[config.mk]
export PLATFORM = sky130hd
export DESIGN_NAME = mem_req_ctrl
export DESIGN_NICKNAME = d
export VERILOG_FILES = /design/src/rtl/mem_req_ctrl.sv
export SDC_FILE = /design/constraint.sdc
export NUM_CORES = 1
export LEC_CHECK = 0
export ABC_AREA = 1
export CAP_MARGIN = 20
export CORE_MARGIN = 5
export CORE_UTILIZATION = 45
export DETAILED_ROUTE_END_ITERATION = 12
export GPL_ROUTABILITY_DRIVEN = 0
export GPL_TIMING_DRIVEN = 0
export PLACE_DENSITY = 0.69
export SYNTH_ARGS = -nofsm -noshare
export SYNTH_HDL_FRONTEND = slang
export SYNTH_SLANG_ARGS = --single-unit
[constraint.sdc]
create_clock -name clk_i -period 6.2 [get_ports clk_i]
set_clock_uncertainty 0.2 [all_clocks]
set_input_delay 0.62 -clock clk_i [delete_from_list [all_inputs] [get_ports clk_i]]
set_output_delay 0.62 -clock clk_i [all_outputs]
set_load 0.01 [all_outputs]
[src/rtl/mem_req_ctrl.sv]
// mem_req_ctrl: FIFO-buffered command issuer for a single-port valid/ready memory.
// Define MEM_REQ_CTRL_TIMEOUT_EN to abort REQ after TIMEOUT cycles without ready and set err_o.
module mem_req_ctrl #(
  parameter int DW      = 16,
  parameter int AW      = 6,
  parameter int DEPTH   = 4,
  parameter int TIMEOUT = 15
) (
  input  logic                       clk_i,
  input  logic                       rst_ni,
  input  logic                       cmd_valid_i,
  output logic                       cmd_ready_o,
  input  logic                       cmd_wr_rd_i,
  input  logic [AW-1:0]              cmd_addr_i,
  input  logic [DW-1:0]              cmd_wdata_i,
  output logic                       mem_valid_o,
  output logic                       mem_wr_rd_o,
  output logic [AW-1:0]              mem_addr_o,
  output logic [DW-1:0]              mem_wdata_o,
  input  logic                       mem_ready_i,
  input  logic [DW-1:0]              mem_rdata_i,
  output logic                       rsp_valid_o,
  output logic [DW-1:0]              rsp_rdata_o,
  output logic [AW-1:0]              rsp_addr_o,
  output logic                       busy_o,
  output logic [$clog2(DEPTH):0]     count_o,
  output logic                       err_o
);
  localparam int PW = $clog2(DEPTH);
  localparam int CW = PW + 1;
  localparam int EW = 1 + AW + DW;

  typedef enum logic [1:0] {IDLE, REQ, GAP} state_t;

  logic [EW-1:0] fifo_q [DEPTH];
  state_t        state_q, state_d;
  logic [PW-1:0] wptr_q, wptr_d, rptr_q, rptr_d;
  logic [CW-1:0] count_q, count_d;
  logic          mem_valid_q, mem_valid_d, mem_wr_rd_q, mem_wr_rd_d;
  logic [AW-1:0] mem_addr_q, mem_addr_d, rsp_addr_q, rsp_addr_d;
  logic [DW-1:0] mem_wdata_q, mem_wdata_d, rsp_rdata_q, rsp_rdata_d;
  logic          rsp_valid_q, rsp_valid_d;
  logic          push, pop, timed_out;

  assign cmd_ready_o = count_q != CW'(DEPTH);
  assign push        = cmd_valid_i && cmd_ready_o;
  assign pop         = state_q == IDLE && count_q != '0;

`ifdef MEM_REQ_CTRL_TIMEOUT_EN
  localparam int TW = $clog2(TIMEOUT + 1);
  logic [TW-1:0] tmo_q, tmo_d;
  logic          err_q, err_d;
  always_comb begin
    timed_out = state_q == REQ && !mem_ready_i && tmo_q == TW'(TIMEOUT - 1);
    tmo_d     = state_q == REQ ? tmo_q + TW'(1) : '0;
    err_d     = err_q | timed_out;
  end
  always_ff @(posedge clk_i or negedge rst_ni) begin
    if (!rst_ni) begin
      tmo_q <= '0;
      err_q <= 1'b0;
    end else begin
      tmo_q <= tmo_d;
      err_q <= err_d;
    end
  end
  assign err_o = err_q;
`else
  assign timed_out = 1'b0;
  assign err_o     = 1'b0;
`endif

  always_comb begin
    state_d     = state_q;
    wptr_d      = wptr_q + PW'(push);
    rptr_d      = rptr_q + PW'(pop);
    count_d     = count_q + CW'(push) - CW'(pop);
    mem_valid_d = mem_valid_q;
    mem_wr_rd_d = mem_wr_rd_q;
    mem_addr_d  = mem_addr_q;
    mem_wdata_d = mem_wdata_q;
    rsp_valid_d = 1'b0;
    rsp_rdata_d = rsp_rdata_q;
    rsp_addr_d  = rsp_addr_q;
    unique case (state_q)
      IDLE: if (pop) begin
        state_d     = REQ;
        mem_valid_d = 1'b1;
        {mem_wr_rd_d, mem_addr_d, mem_wdata_d} = fifo_q[rptr_q];
      end
      REQ: if (mem_ready_i || timed_out) begin
        state_d     = GAP;
        mem_valid_d = 1'b0;
        mem_wr_rd_d = 1'b0;
        mem_addr_d  = '0;
        mem_wdata_d = '0;
        // an aborted read still answers, with zero data
        if (!mem_wr_rd_q) begin
          rsp_valid_d = 1'b1;
          rsp_rdata_d = mem_ready_i ? mem_rdata_i : '0;
          rsp_addr_d  = mem_addr_q;
        end
      end
      GAP:     state_d = IDLE;
      default: state_d = IDLE;
    endcase
  end

  always_ff @(posedge clk_i) begin
    if (push) fifo_q[wptr_q] <= {cmd_wr_rd_i, cmd_addr_i, cmd_wdata_i};
  end

  always_ff @(posedge clk_i or negedge rst_ni) begin
    if (!rst_ni) begin
      state_q     <= IDLE;
      wptr_q      <= '0;
      rptr_q      <= '0;
      count_q     <= '0;
      mem_valid_q <= 1'b0;
      mem_wr_rd_q <= 1'b0;
      mem_addr_q  <= '0;
      mem_wdata_q <= '0;
      rsp_valid_q <= 1'b0;
      rsp_rdata_q <= '0;
      rsp_addr_q  <= '0;
    end else begin
      state_q     <= state_d;
      wptr_q      <= wptr_d;
      rptr_q      <= rptr_d;
      count_q     <= count_d;
      mem_valid_q <= mem_valid_d;
      mem_wr_rd_q <= mem_wr_rd_d;
      mem_addr_q  <= mem_addr_d;
      mem_wdata_q <= mem_wdata_d;
      rsp_valid_q <= rsp_valid_d;
      rsp_rdata_q <= rsp_rdata_d;
      rsp_addr_q  <= rsp_addr_d;
    end
  end

  assign mem_valid_o = mem_valid_q;
  assign mem_wr_rd_o = mem_wr_rd_q;
  assign mem_addr_o  = mem_addr_q;
  assign mem_wdata_o = mem_wdata_q;
  assign rsp_valid_o = rsp_valid_q;
  assign rsp_rdata_o = rsp_rdata_q;
  assign rsp_addr_o  = rsp_addr_q;
  assign count_o     = count_q;
  assign busy_o      = state_q != IDLE || count_q != '0;
endmodule

After elaboration in Yosys (flattened, before gate mapping) --
Memories as Yosys holds them, arrays and structs flattened. Index checks and enable logic that the tools add are counted.
Operators by class: add/subtract/negate cells 4, multipliers 0, divide/modulo/power cells 0, order comparisons 0, equality and inequality tests 4, shifts and indexed selects 0, mux-type cells 19, bitwise gates (word level) 1, reductions and logical operators 10
Operators by type and width (count):
- $mux 16 | 2
- $pmux 16 s2 | 1
- $mux 6 | 2
- $pmux 6 s2 | 1
- $mux 1 | 8
- $reduce_and 3->1 | 2
- $add 2x1->2 | 2
- $mux 2 | 2
- $ne 2x2->1 const B | 2
- $pmux 1 s2 | 2
- $pmux 2 s2 | 1
- $reduce_bool 2->1 | 2
- $add 3x1->3 | 1
- $ne 3x3->1 const B | 1
- $reduce_bool 3->1 | 1
- $sub 3x1->3 | 1
- $eq 2x1->1 const B | 1
- $logic_and 1x1->1 | 2
- $logic_not 2->1 | 1
- $reduce_and 2->1 | 1
- $logic_or 1x1->1 | 1
- $not 1->1 | 1
Storage, ports and cells: bits in registers 56, bits in latches 0, bits in writable memories 92, ROM bits 0, bits of input ports 43, output and inout port bits 53, word-level logic and storage cells 50, memories 1
Memory list:
- fifo_q | words 4, width 23, read ports 1, clocked after Yosys merged registers in 0, write ports 1, line 35 | logic [EW-1:0] fifo_q [DEPTH];

Depth between registers and ports, before layout --
depth in word-level cells 4, gate-level depth with buffers 9, mapped depth without buffers 9

Worst setup path before layout --
OpenSTA, ideal clock, no wires.
kind register to register, start point register count_q[1] (netlist: count_o[1]), end point memory fifo_q[0][0] (netlist bit) (enable), setup time 0.432 ns, arrival 2.403 ns, data required time 5.568 ns, setup slack 3.165 ns, stages on the path, launching flop included 5, path buffers 0, clock period less this slack 3.035 ns, cells stage by stage dfrtp_1 -> nor2_4 -> nand2_1 -> nand2_1 -> nor3_1
On the way: longest elaborated chain between the ends 4
RTL lines:
- start, declared | line 38 | logic [CW-1:0] count_q, count_d;
- start signal, assigned | line 130 | count_q <= count_d;
- $ne 3x3->1 | line 45 | assign cmd_ready_o = count_q != CW'(DEPTH);
- named net cmd_ready_o | line 12 | output logic cmd_ready_o,
- $logic_and 1x1->1 | line 46 | assign push = cmd_valid_i && cmd_ready_o;
- $mux 1 | line 110 | if (push) fifo_q[wptr_q] <= {cmd_wr_rd_i, cmd_addr_i, cmd_wdata_i};
- $mux 1 (implied by the code) | line 110
- end, declared | line 35
The timed path passes the listed nets, and every way through them passes these cells.

Worst setup path after layout --
start point register state_q[1], end point output busy_o
On the way: longest elaborated chain between the ends 2
RTL lines:
- start, declared | line 36 | state_t state_q, state_d;
- start signal, assigned | line 127 | state_q <= state_d;
- $reduce_bool 2->1 | line 149 | assign busy_o = state_q != IDLE || count_q != '0;
- $logic_or 1x1->1 | line 149
- end, declared | line 25 | output logic busy_o,
Every way passes these cells.

==> out/metrics.csv <==
metric,value,unit
status,completed,
setup TNS,0,ns
yosys warns,0,
CP peak stage delay,0.52,ns
endpoints failing setup,0,
XOR/XNOR Fraction of Synth Area,0.608,%
Compound-Gate Fraction of Synth Area,0.282,%
core region area,12600,um^2
RSZ-0062 raised after global routing,no,
H-tree Lvls,4,
Clock Latency Late Sink,0.42,ns
I/O Buffers,94,
Fill cells,981,
final antenna-violating net count,0,
Top delay family on crit path,buffers and inverters,
"Net Count, Synth",541,
DR WL/cell,16.0,um
IO Pins,96,
Reg area,4160,um^2
final period utilization,40.4,%
Max-Cap Viols,0,
sequential area share after synthesis,72.3,%
gate count of the mapped netlist,495,
area delta synth->final,32.5,%
DR pass1 iterations,5,
adder-cell share of the synthesized area,0.782,%
CP Capture Type,output port,
CP Buf/Inv Count,1,
Final Hold Fails,0,
Rows,41,
share of cells above drive strength 1,12.4,%
die width,123,um
pin count of the biggest net entering global routing,40,
HPWL after DPL,8.88,mm
"Max stage delay cell, worst path",clkdlybuf4s50_1,
Worst-path clk slew,0.06,ns
Hold Path Class,reg -> reg,
Clock Tree Buf Depth,2,
final hold slack,0.271,ns
Lkg Pwr,3.19,nW
Mapped Area,5760,um^2
Synth cell types,23,
Initial DRC Count,330,
minimum clock period,2.50,ns
crit path launch type,flip-flop,
fmax,0.399,GHz
DR DRC count,0,
Post-CTS Setup Bufs,0,
post-synthesis mux area share,0,%
ant diodes,0,
Slew @ Worst Pin,0.844,ns
worst path cell trace,"nor2_2, nand3_1, clkdlybuf4s50_1",
CP Data Required Time,5.38,ns
CTS buffer count,17,
synthesized area per cell,11.6,um^2
Final Core Density,60.7,%
PwrDens,518,nW/um^2
first-pass GRT wire length,20.4,mm
Max Fanout on Critical Path,4,
die area,15200,um^2
Starting Density,45.9,%
fin nets,664,
arrival time worst endpoint,1.68,ns
total clock sinks,148,
final WL,12.9,mm
Synth Area in Simple Gates,22.3,%
Yosys reg bits,148,
area of the multi-input gates,1400,um^2
Total GRT Usage,18.0,%
total grt overflow,0,
initial antenna violation count,0,
DIE HEIGHT,123,um
vias in the first global route,4064,
Slew Limit Headroom,43.5,%
r2r setup slk,3.89,ns
CTS tree,done,
CP Class,reg -> out,
Max VDD drop,0.000235,V
Root Buffer,clkbuf_16,
largest family of logic cells by synthesized area,simple AND/OR/NAND/NOR gates,
via count,3974,
final slew viol count,0,
vias per std cell,4.95,
## synthesized netlist by cell type
library cell,instances,area [um^2]
nand4_1,1,6.26
conb_1,1,3.75
xnor2_1,1,8.76
ha_1,2,25.0
xor2_1,3,26.3
nor3_1,4,20.0
nand3_1,94,470
nand2_2,3,18.8
edfxtp_1,92,2760
inv_2,4,15.0
nor2_4,2,22.5
inv_1,8,30.0
nor2_2,1,6.26
clkbuf_1,4,15.0
nand2_1,193,724
nor2_1,1,3.75
dfrtp_1,56,1400
fa_1,1,20.0
buf_6,4,45.0
buf_4,8,60.1
nand2_4,1,11.3
buf_2,10,50.1
a21oi_4,1,16.3
## layer usage
layer / track usage [%] / part of all wire (%)
met5: 0 / 0
met1: 22.2 / 41
met2: 30.3 / 50
met4: 6.99 / 1.1
met3: 4.80 / 7.5
## report_power, final
group | internal (W) | switching, W
combinational | 0.000623 | 0.000847
clock | 0.000603 | 0.000381
sequential | 0.00136 | 0.000138
## per-stage QoR
step                      instances  total power, W  setup slack, ns  area [um^2]
final                           803         0.00395             3.70         7630
after global placement          761         0.00292             1.44         6920
after detailed placement        770         0.00300             3.39         7040
after floorplan                 495         0.00232             3.16         5760
after global routing            803         0.00420             3.63         7630
after CTS                       803         0.00399             3.67         7630
## cells by family after synthesis
group                    Yosys count
AO/OA/AOI/OAI                      1
AND/OR/NAND/NOR                  300
flip-flops                       148
other                              1
adder cells (fa/ha/maj)            3
XOR/XNOR                           4
buffers and inverters             38
## what timing repair did
action                    4_1_cts  5_1_grt
hold endpoints to repair       17        0
resized for setup               0        0
hold buffers                    1        0
## path summary, 6_finish.rpt
path | from | to | cells past startpoint
max | state_q[1] | busy_o | 3
min | mem_valid_o | mem_valid_o | 2
max reg2reg | count_o[1] | fifo_q[2][20] | 6
min reg2reg | mem_valid_o | mem_valid_o | 2
max in group asynchronous | rst_ni | mem_addr_o[5] | 3
min in group asynchronous | rst_ni | mem_wdata_o[9] | 2
## sequential cells by signal, indices dropped and copies added, names as in the netlist
signal and cells:
fifo_q 92, mem_wdata_o 16, rsp_rdata_o 16, mem_addr_o 6
rsp_addr_o 6, count_o 3, rptr_q 2, state_q 2
wptr_q 2, mem_valid_o 1, mem_wr_rd_o 1, rsp_valid_o 1
## final cells by class
class | instances | area share (%)
Clock buffer | 20 | 5.85
Multi-Input combinational cell | 309 | 18.4
Timing Repair Buffer | 104 | 13.8
Clock inverter | 12 | 1.74
Sequential cell | 148 | 54.5
Buffer | 26 | 2.23
Inverter | 12 | 0.590
Tap cell | 172 | 2.82
## worst register-to-register path, cell delays in order, from the launching register on
cell and delay [ns]:
dfrtp_1 0.44, nor2_4 0.08, nand2_1 0.08, nand2_1 0.17, nor3_2 0.62, buf_6 0.25, buf_6 0.18
## layout by cell type, fill, tap and decap left out, drive strengths merged
cell type	synthesis	final
nand2	197	197
nand3	94	94
clkdlybuf4s50	0	93
edfxtp	92	92
dfrtp	56	56
buf	22	32
clkbuf	4	24
inv	12	13
clkinv	0	6
nor3	4	4
nor2	4	4
xor2	3	3
clkinvlp	0	3
ha	2	2
bufinv	0	2
a21oi	1	1
xnor2	1	1
nand4	1	1
fa	1	1
conb	1	1
dlygate4sd3	0	1
(Power assumes the default switching activity.)
